<file path="config.mk">
export PLATFORM = sky130hd
export DESIGN_NAME = alu_decode_reg
export DESIGN_NICKNAME = d
export VERILOG_FILES = /design/src/rtl/alu_decode_reg.sv
export SDC_FILE = /design/constraint.sdc
export NUM_CORES = 1
export LEC_CHECK = 0
export ABC_AREA = 1
export BUFFER_PORTS_ARGS = -buffer_cell sky130_fd_sc_hd__clkbuf_2
export CAP_MARGIN = 20
export CORE_MARGIN = 4
export CORE_UTILIZATION = 30
export CTS_CLUSTER_SIZE = 10
export DETAILED_ROUTE_END_ITERATION = 10
export PLACE_DENSITY_LB_ADDON = 0.25
export SYNTH_ARGS = -nofsm -noshare
export SYNTH_HDL_FRONTEND = slang
export SYNTH_SLANG_ARGS = --single-unit
</file>
<file path="constraint.sdc">
create_clock -name clk -period 1.4 [get_ports clk]
set_clock_uncertainty 0.15 [all_clocks]
set_input_delay 0.21 -clock clk [delete_from_list [all_inputs] [get_ports clk]]
set_output_delay 0.21 -clock clk [all_outputs]
set_load 0.005 [all_outputs]
</file>
<file path="src/rtl/alu_decode_reg.sv">
// Main decoder + ALU decoder feeding the D->E pipeline register, with a
// stall/flush-aware E register and a saturating illegal-instruction counter.
module alu_decode_reg (
    input  logic       clk,
    input  logic       reset,
    input  logic       InstrValidD,
    input  logic [6:0] opD,
    input  logic [2:0] funct3D,
    input  logic       funct7b5D,
    input  logic       StallE,
    input  logic       FlushE,
    output logic [2:0] ALUControlE,
    output logic       ALUSrcE,
    output logic       RegWriteE,
    output logic       MemWriteE,
    output logic [1:0] ResultSrcE,
    output logic       BranchE,
    output logic       JumpE,
    output logic       ValidE,
    output logic       IllegalE,
    output logic [7:0] IllegalCount
);

    localparam logic [6:0] OP_R    = 7'b0110011;
    localparam logic [6:0] OP_I    = 7'b0010011;
    localparam logic [6:0] OP_LW   = 7'b0000011;
    localparam logic [6:0] OP_SW   = 7'b0100011;
    localparam logic [6:0] OP_BEQ  = 7'b1100011;
    localparam logic [6:0] OP_JAL  = 7'b1101111;

    localparam logic [2:0] ALU_ADD = 3'd0;
    localparam logic [2:0] ALU_SUB = 3'd1;
    localparam logic [2:0] ALU_AND = 3'd2;
    localparam logic [2:0] ALU_OR  = 3'd3;
    localparam logic [2:0] ALU_SLT = 3'd5;
    localparam logic [2:0] ALU_XOR = 3'd6;

    typedef struct packed {
        logic [2:0] alu_control;
        logic       alu_src;
        logic       reg_write;
        logic       mem_write;
        logic [1:0] result_src;
        logic       branch;
        logic       jump;
        logic       valid;
        logic       illegal;
    } ctrl_t;

    ctrl_t      dec_next;
    ctrl_t      e_reg;
    logic [7:0] count_reg;

    logic [2:0] f3_alu;
    logic       f3_ok;
    logic       legal;
    ctrl_t      raw;

    // funct3 -> ALU op map shared by R-type and I-type ALU instructions
    always_comb begin
        f3_alu = ALU_ADD;
        f3_ok  = 1'b1;
        case (funct3D)
            3'b000:  f3_alu = ALU_ADD;
            3'b010:  f3_alu = ALU_SLT;
            3'b100:  f3_alu = ALU_XOR;
            3'b110:  f3_alu = ALU_OR;
            3'b111:  f3_alu = ALU_AND;
            default: f3_ok  = 1'b0;
        endcase
    end

    always_comb begin
        raw   = '0;
        legal = 1'b0;
        case (opD)
            OP_R: begin
                legal           = f3_ok;
                raw.reg_write   = 1'b1;
                raw.alu_control = (funct3D == 3'b000 && funct7b5D) ? ALU_SUB : f3_alu;
            end
            OP_I: begin
                legal           = f3_ok;
                raw.reg_write   = 1'b1;
                raw.alu_src     = 1'b1;
                raw.alu_control = f3_alu;
            end
            OP_LW: begin
                legal          = 1'b1;
                raw.alu_src    = 1'b1;
                raw.reg_write  = 1'b1;
                raw.result_src = 2'b01;
            end
            OP_SW: begin
                legal         = 1'b1;
                raw.alu_src   = 1'b1;
                raw.mem_write = 1'b1;
            end
            OP_BEQ: begin
                legal           = 1'b1;
                raw.alu_control = ALU_SUB;
                raw.branch      = 1'b1;
            end
            OP_JAL: begin
                legal          = 1'b1;
                raw.jump       = 1'b1;
                raw.reg_write  = 1'b1;
                raw.result_src = 2'b10;
            end
            default: legal = 1'b0;
        endcase
    end

    // Illegal instructions become bubbles, so no side effect can escape E
    always_comb begin
        dec_next = '0;
        if (InstrValidD) begin
            if (legal) begin
                dec_next       = raw;
                dec_next.valid = 1'b1;
            end else begin
                dec_next.illegal = 1'b1;
            end
        end
    end

    always_ff @(posedge clk or posedge reset) begin
        if (reset) begin
            e_reg     <= '0;
            count_reg <= 8'd0;
        end else if (FlushE) begin
            e_reg <= '0;
        end else if (!StallE) begin
            e_reg <= dec_next;
            if (dec_next.illegal && count_reg != 8'hFF)
                count_reg <= count_reg + 8'd1;
        end
    end

    assign ALUControlE  = e_reg.alu_control;
    assign ALUSrcE      = e_reg.alu_src;
    assign RegWriteE    = e_reg.reg_write;
    assign MemWriteE    = e_reg.mem_write;
    assign ResultSrcE   = e_reg.result_src;
    assign BranchE      = e_reg.branch;
    assign JumpE        = e_reg.jump;
    assign ValidE       = e_reg.valid;
    assign IllegalE     = e_reg.illegal;
    assign IllegalCount = count_reg;

endmodule

</file>
==> impl_metrics.tcl, run 1 <==
set metrics [dict create \
    outcome "complete, but fails checks" \
    violations "setup timing" \
    yosys.area.top_type "dfrtp_1" \
    drcViolationCount 0 \
    yosys_warnings 0 \
    place_area_um2 1554 \
    r2r-end "IllegalCount[0]" \
    numPlacedInstances 260 \
    ant_nets 0 \
    wl_met3_um 185 \
    firstDrtPassIters 4 \
    reg2reg_from "IllegalCount[1]" \
    wl_per_cell_um 10.46 \
    startpoint_type "register" \
    slowest_stage "dfrtp_1" \
    drt_iter0_drc 31 \
    fin_cells 269 \
    drive_above_1_share_pct 34.39 \
    worst-setup-path-type "register to register" \
    start_util_pct 32.08 \
    setup_viol 8 \
    cp_num_cells 8 \
    cpMostUsedCell "nand2_2" \
    critPathLaunch "IllegalCount[1]" \
    syn_to_final_growth_pct 35.22 \
    cts.clk_slew.worst_paths_ns 0.07 \
    synthArstFlopShare_pct 100.0 \
    arrival_ns 1.48 \
    rows 22 \
    met1_length_um 1256 \
    fin_nets 240 \
    vias 1217 \
    via_per_inst 4.524 \
    max-vdd-ir-drop_v 0.0004235 \
    ys_top_cells_by_area "dfrtp_1 41%, nand2_1 19%, inv_1 5.9%" \
    tns_ns -0.5569 \
    worst_slew_pin_slew_ns 0.2798 \
    synthDistinctLibCells 27 \
    grt_max_degree 21 \
    cts-root-buf "clkbuf_8" \
    grt_pass1_vias 1171 \
    numCtsBuffers 3 \
    fin_util_pct 43.38 \
    rsz0062_at_grt "true" \
    top_layer_used "met4" \
    multiInputGateArea_um2 636.9 \
    grt_pass1_wl_um 4857 \
    endpoint_kind "register" \
    hp-class "input pin to register" \
    syn_inst 165 \
    p_leak_nw 0.9500 \
    portBuffers 35 \
    die-area_um2 5146 \
    cts.sinks 20 \
    min_path_cells 3 \
    place.detailed.hpwl_um 2262 \
    dieHeight_um 71.74 \
    slew_headroom_pct 81.18 \
    place_ws_ns -0.1087 \
    postLayoutCellArea_um2 1648 \
    synth-edff-count 0 \
    r2r_slack_ns -0.08 \
    ys_seq_elements 20 \
    clock_latency_ns 0.25 \
    synth_commonest_cells "62 x nand2_1, 20 x dfrtp_1, 19 x inv_1, 11 x nand4_1, 10 x nand3_1" \
    synth.avg_cell_area_um2 7.386 \
    hp-start "InstrValidD" \
    drt-total-wl_um 2815 \
    grt.total_usage_pct 11.78 \
    maxSlewViolCount 0 \
    path_buf_inv 1 \
    antenna_found_initial 0 \
    worst-r2r-cell-count 8 \
    htree_levels 1 \
    synth_ff_type "dfrtp_1" \
    critPathCapture "IllegalCount[0]" \
    syn-num-nets 182 \
    cts_tree "done" \
    maxCapViolations 0 \
    finalHoldViolations 0 \
    wl_met2_um 1359 \
    crit_chain "ha_2 -> nand2_2 -> nor2_2 -> nand3b_1 -> nand2_2 -> clkinvlp_4 -> nand4_1 -> nand2_1" \
    syn-cell-area_um2 1219 \
    required_ns 1.39 \
    core-area_um2 3799 \
    seqCellArea_um2 500.5 \
    yosysMostFrequentCell "nand2_1" \
    diodes 0 \
    fillers 408 \
    die_w_um 71.74 \
    cellPowerDensity_nw_per_um2 901.3 \
    min_period_over_period_pct 105.9 \
    yosys.area.top_type_share_pct 41.07 \
    max_freq_ghz 0.6742 \
    gr-total-overflow 0 \
    layout_min_cycle_time_ns 1.483 \
    crit_family "simple AND/OR/NAND/NOR gates" \
    clockBufferDepth 2 \
    ios 36 \
    ys_seq_area_share_pct 41.07 \
    worst_path_largest_cell_delay_ns 0.36 \
    critPathMaxFanout 4 \
    place_congestion 0.7340 \
    layout_setup_ws_ns -0.08325 \
]
[flip-flops by register name (all words and copies together) (netlist names)]
| name | cells |
|---|---|
| ALUControlE | 3 |
| ALUSrcE | 1 |
| BranchE | 1 |
| IllegalCount | 8 |
| IllegalE | 1 |
| JumpE | 1 |
| MemWriteE | 1 |
| RegWriteE | 1 |
| ResultSrcE | 2 |
| ValidE | 1 |
[how the worst min path moves through the flow]
stage | endpoint | slack [ns]
after global routing | MemWriteE | 0.1
after detailed placement | ResultSrcE[1] | 0.08
after CTS | ALUControlE[2] | 0.09
final | ALUControlE[2] | 0.09
after global placement | JumpE | 0.08
after floorplan | ALUControlE[0] | 0.02
[layer usage]
layer	vias up	global-route usage (%)
li1	649	-
met5	-	0
met4	0	3.132
met1	537	14.64
met2	29	20.31
met3	2	2.805
[layout make-up]
cell class | count | area share [%]
clock buffers | 3 | 2.506
multi-input cells | 121 | 38.65
repair inverters | 1 | 0.4556
flip-flops and latches | 20 | 30.37
inverters | 23 | 5.391
repair buffers | 53 | 18.98
well taps | 48 | 3.645
[power breakdown]
part / total, mW / switching, mW / internal [mW]
combinational: 0.449 / 0.222 / 0.227
clock: 0.362 / 0.171 / 0.191
sequential: 0.674 / 0.0434 / 0.630
[repair_timing]
| item | 4_1_cts | 5_1_grt |
|---|---|---|
| hold buffers | 1 | 0 |
| cloned | 1 | 0 |
| endpoints found under the setup margin | 8 | 9 |
| resized for setup | 2 | 0 |
| buffers inserted | 3 | 1 |
| pin swaps | 12 | 1 |
| endpoints found under the hold margin | 20 | 0 |
[tightest hold or removal path, cell delays in order]
cell      delay [ns]
clkbuf_2        0.11
nand3_1         0.08
o21ai_1         0.05
[metrics by stage]
| step | hold slack, ns | total power, mW |
|---|---|---|
| 2_1_floorplan | 0.02383 | 0.8694 |
| 3_3_place_gp | 0.08190 | 1.081 |
| 3_5_place_dp | 0.07755 | 1.091 |
| 4_1_cts | 0.08744 | 1.488 |
| 5_1_grt | 0.09937 | 1.599 |
| 6_report | 0.08664 | 1.485 |
[cells by family after synthesis]
| family | after synthesis | share of synthesized area [%] |
|---|---|---|
| compound gates | 12 | 5.749 |
| xor+xnor | 3 | 2.156 |
| fa+ha+maj | 1 | 1.027 |
| buf+inv | 24 | 7.494 |
| flops | 20 | 41.07 |
| simple gates | 105 | 42.51 |
[cell usage in the layout (no fill, tap or decap)]
master / n
a21oi_1: 3
nor4_1: 1
nand2_2: 3
inv_1: 19
nand3_4: 1
dlygate4sd3_1: 1
nor3_1: 1
nand3_2: 2
nand3_1: 10
nor2_8: 1
clkbuf_2: 35
nand2_4: 2
or2_2: 1
o21a_1: 1
nand4_1: 11
clkinvlp_4: 1
nor2_1: 7
clkbuf_8: 3
buf_4: 17
a21oi_2: 2
o21ai_0: 3
nor2_2: 2
xor2_1: 1
nand3b_1: 2
dfrtp_1: 20
nand2_1: 60
inv_4: 1
xnor2_1: 2
inv_2: 3
o21ai_1: 3
ha_2: 1
nor2_4: 1
Note: power is estimated with default switching activity, not from simulation.
==> inputs of run 2 (changes only) <==
--- a/config.mk
+++ b/config.mk
@@ -7,7 +7,6 @@
 export LEC_CHECK = 0
 export ABC_AREA = 1
 export BUFFER_PORTS_ARGS = -buffer_cell sky130_fd_sc_hd__clkbuf_2
-export CAP_MARGIN = 20
 export CORE_MARGIN = 4
 export CORE_UTILIZATION = 30
 export CTS_CLUSTER_SIZE = 10
==> constraint.sdc (replaced) <==
create_clock -name clk -period 1.4 [get_ports clk]
set_clock_uncertainty 0.15 [all_clocks]
set_input_delay 0.28 -clock clk [delete_from_list [all_inputs] [get_ports clk]]
set_output_delay 0.28 -clock clk [all_outputs]
set_load 0.005 [all_outputs]
==> run 2 against run 1 <==
Net effect:
- the run still ends with setup timing left
- die area unchanged
- final cell count increased by 1.9%
- worst setup slack got worse by 0.043 ns
- sequential power about the same
- total power increased by 8.6%
- critical path type unchanged
- largest cell class unchanged
==> impl_metrics.tcl, run 2 (synthesis results as in run 1) <==
set metrics [dict create \
    final_common_cell "nand2_1" \
    finalHoldViolations 0 \
    p_leak_nw 0.9804 \
    critPathMaxFanout 8 \
    required_ns 1.40 \
    worst-r2r-cell-count 9 \
    drt-total-wl_um 3004 \
    layout_min_cycle_time_ns 1.526 \
    drive_above_1_share_pct 37.61 \
    layout_setup_ws_ns -0.1258 \
    r2r_slack_ns -0.13 \
    rows 22 \
    core-area_um2 3799 \
    antenna_found_initial 0 \
    place_congestion 0.7298 \
    maxSlewViolCount 0 \
    min_path_cells 3 \
    diodes 0 \
    numPlacedInstances 266 \
    crit_family "simple AND/OR/NAND/NOR gates" \
    grt_pass1_vias 1139 \
    min_to "ALUControlE[2]" \
    htree_levels 1 \
    maxCapViolations 0 \
    largest_reg_flops 8 \
    gr-total-overflow 0 \
    wl_per_cell_um 10.96 \
    max-vdd-ir-drop_v 0.0004261 \
    setup_viol 9 \
    violations "setup timing" \
    rsz0062_at_grt "true" \
    endpoint_kind "register" \
    die-area_um2 5146 \
    ant_nets 0 \
    portBuffers 35 \
    min_period_over_period_pct 109.0 \
    worst_path_largest_cell_delay_ns 0.40 \
    drcViolationCount 0 \
    fin_cells 274 \
    grt_max_degree 21 \
    hold_ws_ns 0.1404 \
    syn_to_final_growth_pct 41.07 \
    max_freq_ghz 0.6554 \
    start_util_pct 32.08 \
    startpoint_type "register" \
    r2r-end "IllegalCount[4]" \
    hp-start "InstrValidD" \
    outcome "complete, but fails checks" \
    clock_latency_ns 0.26 \
    worst-setup-path-type "register to register" \
    worst_slew_pin_slew_ns 0.2911 \
    cts.sinks 20 \
    slowest_stage "dfrtp_1" \
    cts_tree "done" \
    final_cell_mix "56 x nand2_1, 34 x clkbuf_2, 20 x dfrtp_1, 19 x inv_1, 18 x buf_4" \
    grt_pass1_wl_um 4864 \
    arrival_ns 1.53 \
    via_per_inst 4.500 \
    cellPowerDensity_nw_per_um2 938.0 \
    clockBufferDepth 2 \
    grt.total_usage_pct 11.81 \
    firstDrtPassIters 4 \
    numCtsBuffers 3 \
    ios 36 \
    hp-class "input pin to register" \
    fin_util_pct 45.26 \
    cts.clk_slew.worst_paths_ns 0.08 \
    path_buf_inv 1 \
    drt_iter0_drc 39 \
    slew_headroom_pct 80.57 \
    fillers 413 \
    crit_chain "ha_2 -> nand2_2 -> nor2_2 -> nand3b_1 -> nand2_2 -> inv_4 -> nand3_4 -> nand2_1 -> nand2_1" \
    reg2reg_from "IllegalCount[0]" \
    dieHeight_um 71.74 \
    cts-root-buf "clkbuf_8" \
    place.detailed.hpwl_um 2316 \
    fin_nets 244 \
    die_w_um 71.74 \
    vias 1233 \
]
==> run 2: cell types whose count changed in the layout (fill, tap and decap cells not counted) <==
cell,previous run,this run
clkbuf_2,35,34
buf_6,0,4
clkbuf_8,3,4
buf_4,17,18
nand2_1,60,56
nand2_2,3,7
==> run 2: metal layers <==
| layer | wire length (um) | part of all wire, % | track usage, % |
|---|---|---|---|
| met5 | 0 | 0 | 0 |
| met4 | 18 | 0.60 | 3.132 |
| met1 | 1435 | 48 | 15.44 |
| met3 | 111 | 3.7 | 2.665 |
| met2 | 1438 | 48 | 19.59 |
==> run 2: timing repair <==
action / CTS / global route
pin swaps: 10 / 5
hold buffers: 1 / 0
hold endpoints to repair: 20 / 0
buffers inserted: 3 / 0
cloned: 1 / 0
setup endpoints to repair: 8 / 10
gates resized for setup: 5 / 6
==> run 2: worst min-delay path: stages <==
cell and delay, ns:
clkbuf_2 0.10, nand3_1 0.08, o21ai_1 0.05
==> run 2: power breakdown <==
| group | internal, mW | switching [mW] | total (mW) |
|---|---|---|---|
| clock | 0.250 | 0.198 | 0.448 |
| combinational | 0.258 | 0.229 | 0.487 |
| sequential | 0.630 | 0.0474 | 0.677 |
==> run 2: layout make-up <==
class / instances / area [um2] / area share, %
multi-input combinational: 121 / 646.9 / 37.63
clock buffer: 4 / 55.05 / 3.202
inverter: 23 / 88.84 / 5.167
tap: 48 / 60.06 / 3.493
timing repair buffer: 57 / 360.3 / 20.96
sequential: 20 / 500.5 / 29.11
timing repair inverter: 1 / 7.507 / 0.4367
==> run 2: how the worst max path moves through the flow <==
stage / start / endpoint / cells after the start
CTS: IllegalCount[0] / IllegalCount[2] / 9
global placement: IllegalCount[1] / IllegalCount[1] / 9
global route: IllegalCount[0] / IllegalCount[6] / 9
detailed placement: IllegalCount[1] / IllegalCount[2] / 9
floorplan: IllegalCount[0] / IllegalCount[5] / 9
finish: IllegalCount[0] / IllegalCount[4] / 9
==> run 2: per-stage QoR <==
step	power (mW)	cell area, um2	setup slack, ns	setup TNS (ns)
6_report	1.612	1719	-0.1258	-0.9820
5_1_grt	1.708	1719	-0.2035	-1.640
4_1_cts	1.606	1709	-0.1058	-0.8220
3_5_place_dp	1.092	1599	-0.1171	-1.160
3_3_place_gp	1.090	1599	-0.09205	-0.8939
2_1_floorplan	0.8694	1226	-0.05075	-0.4014
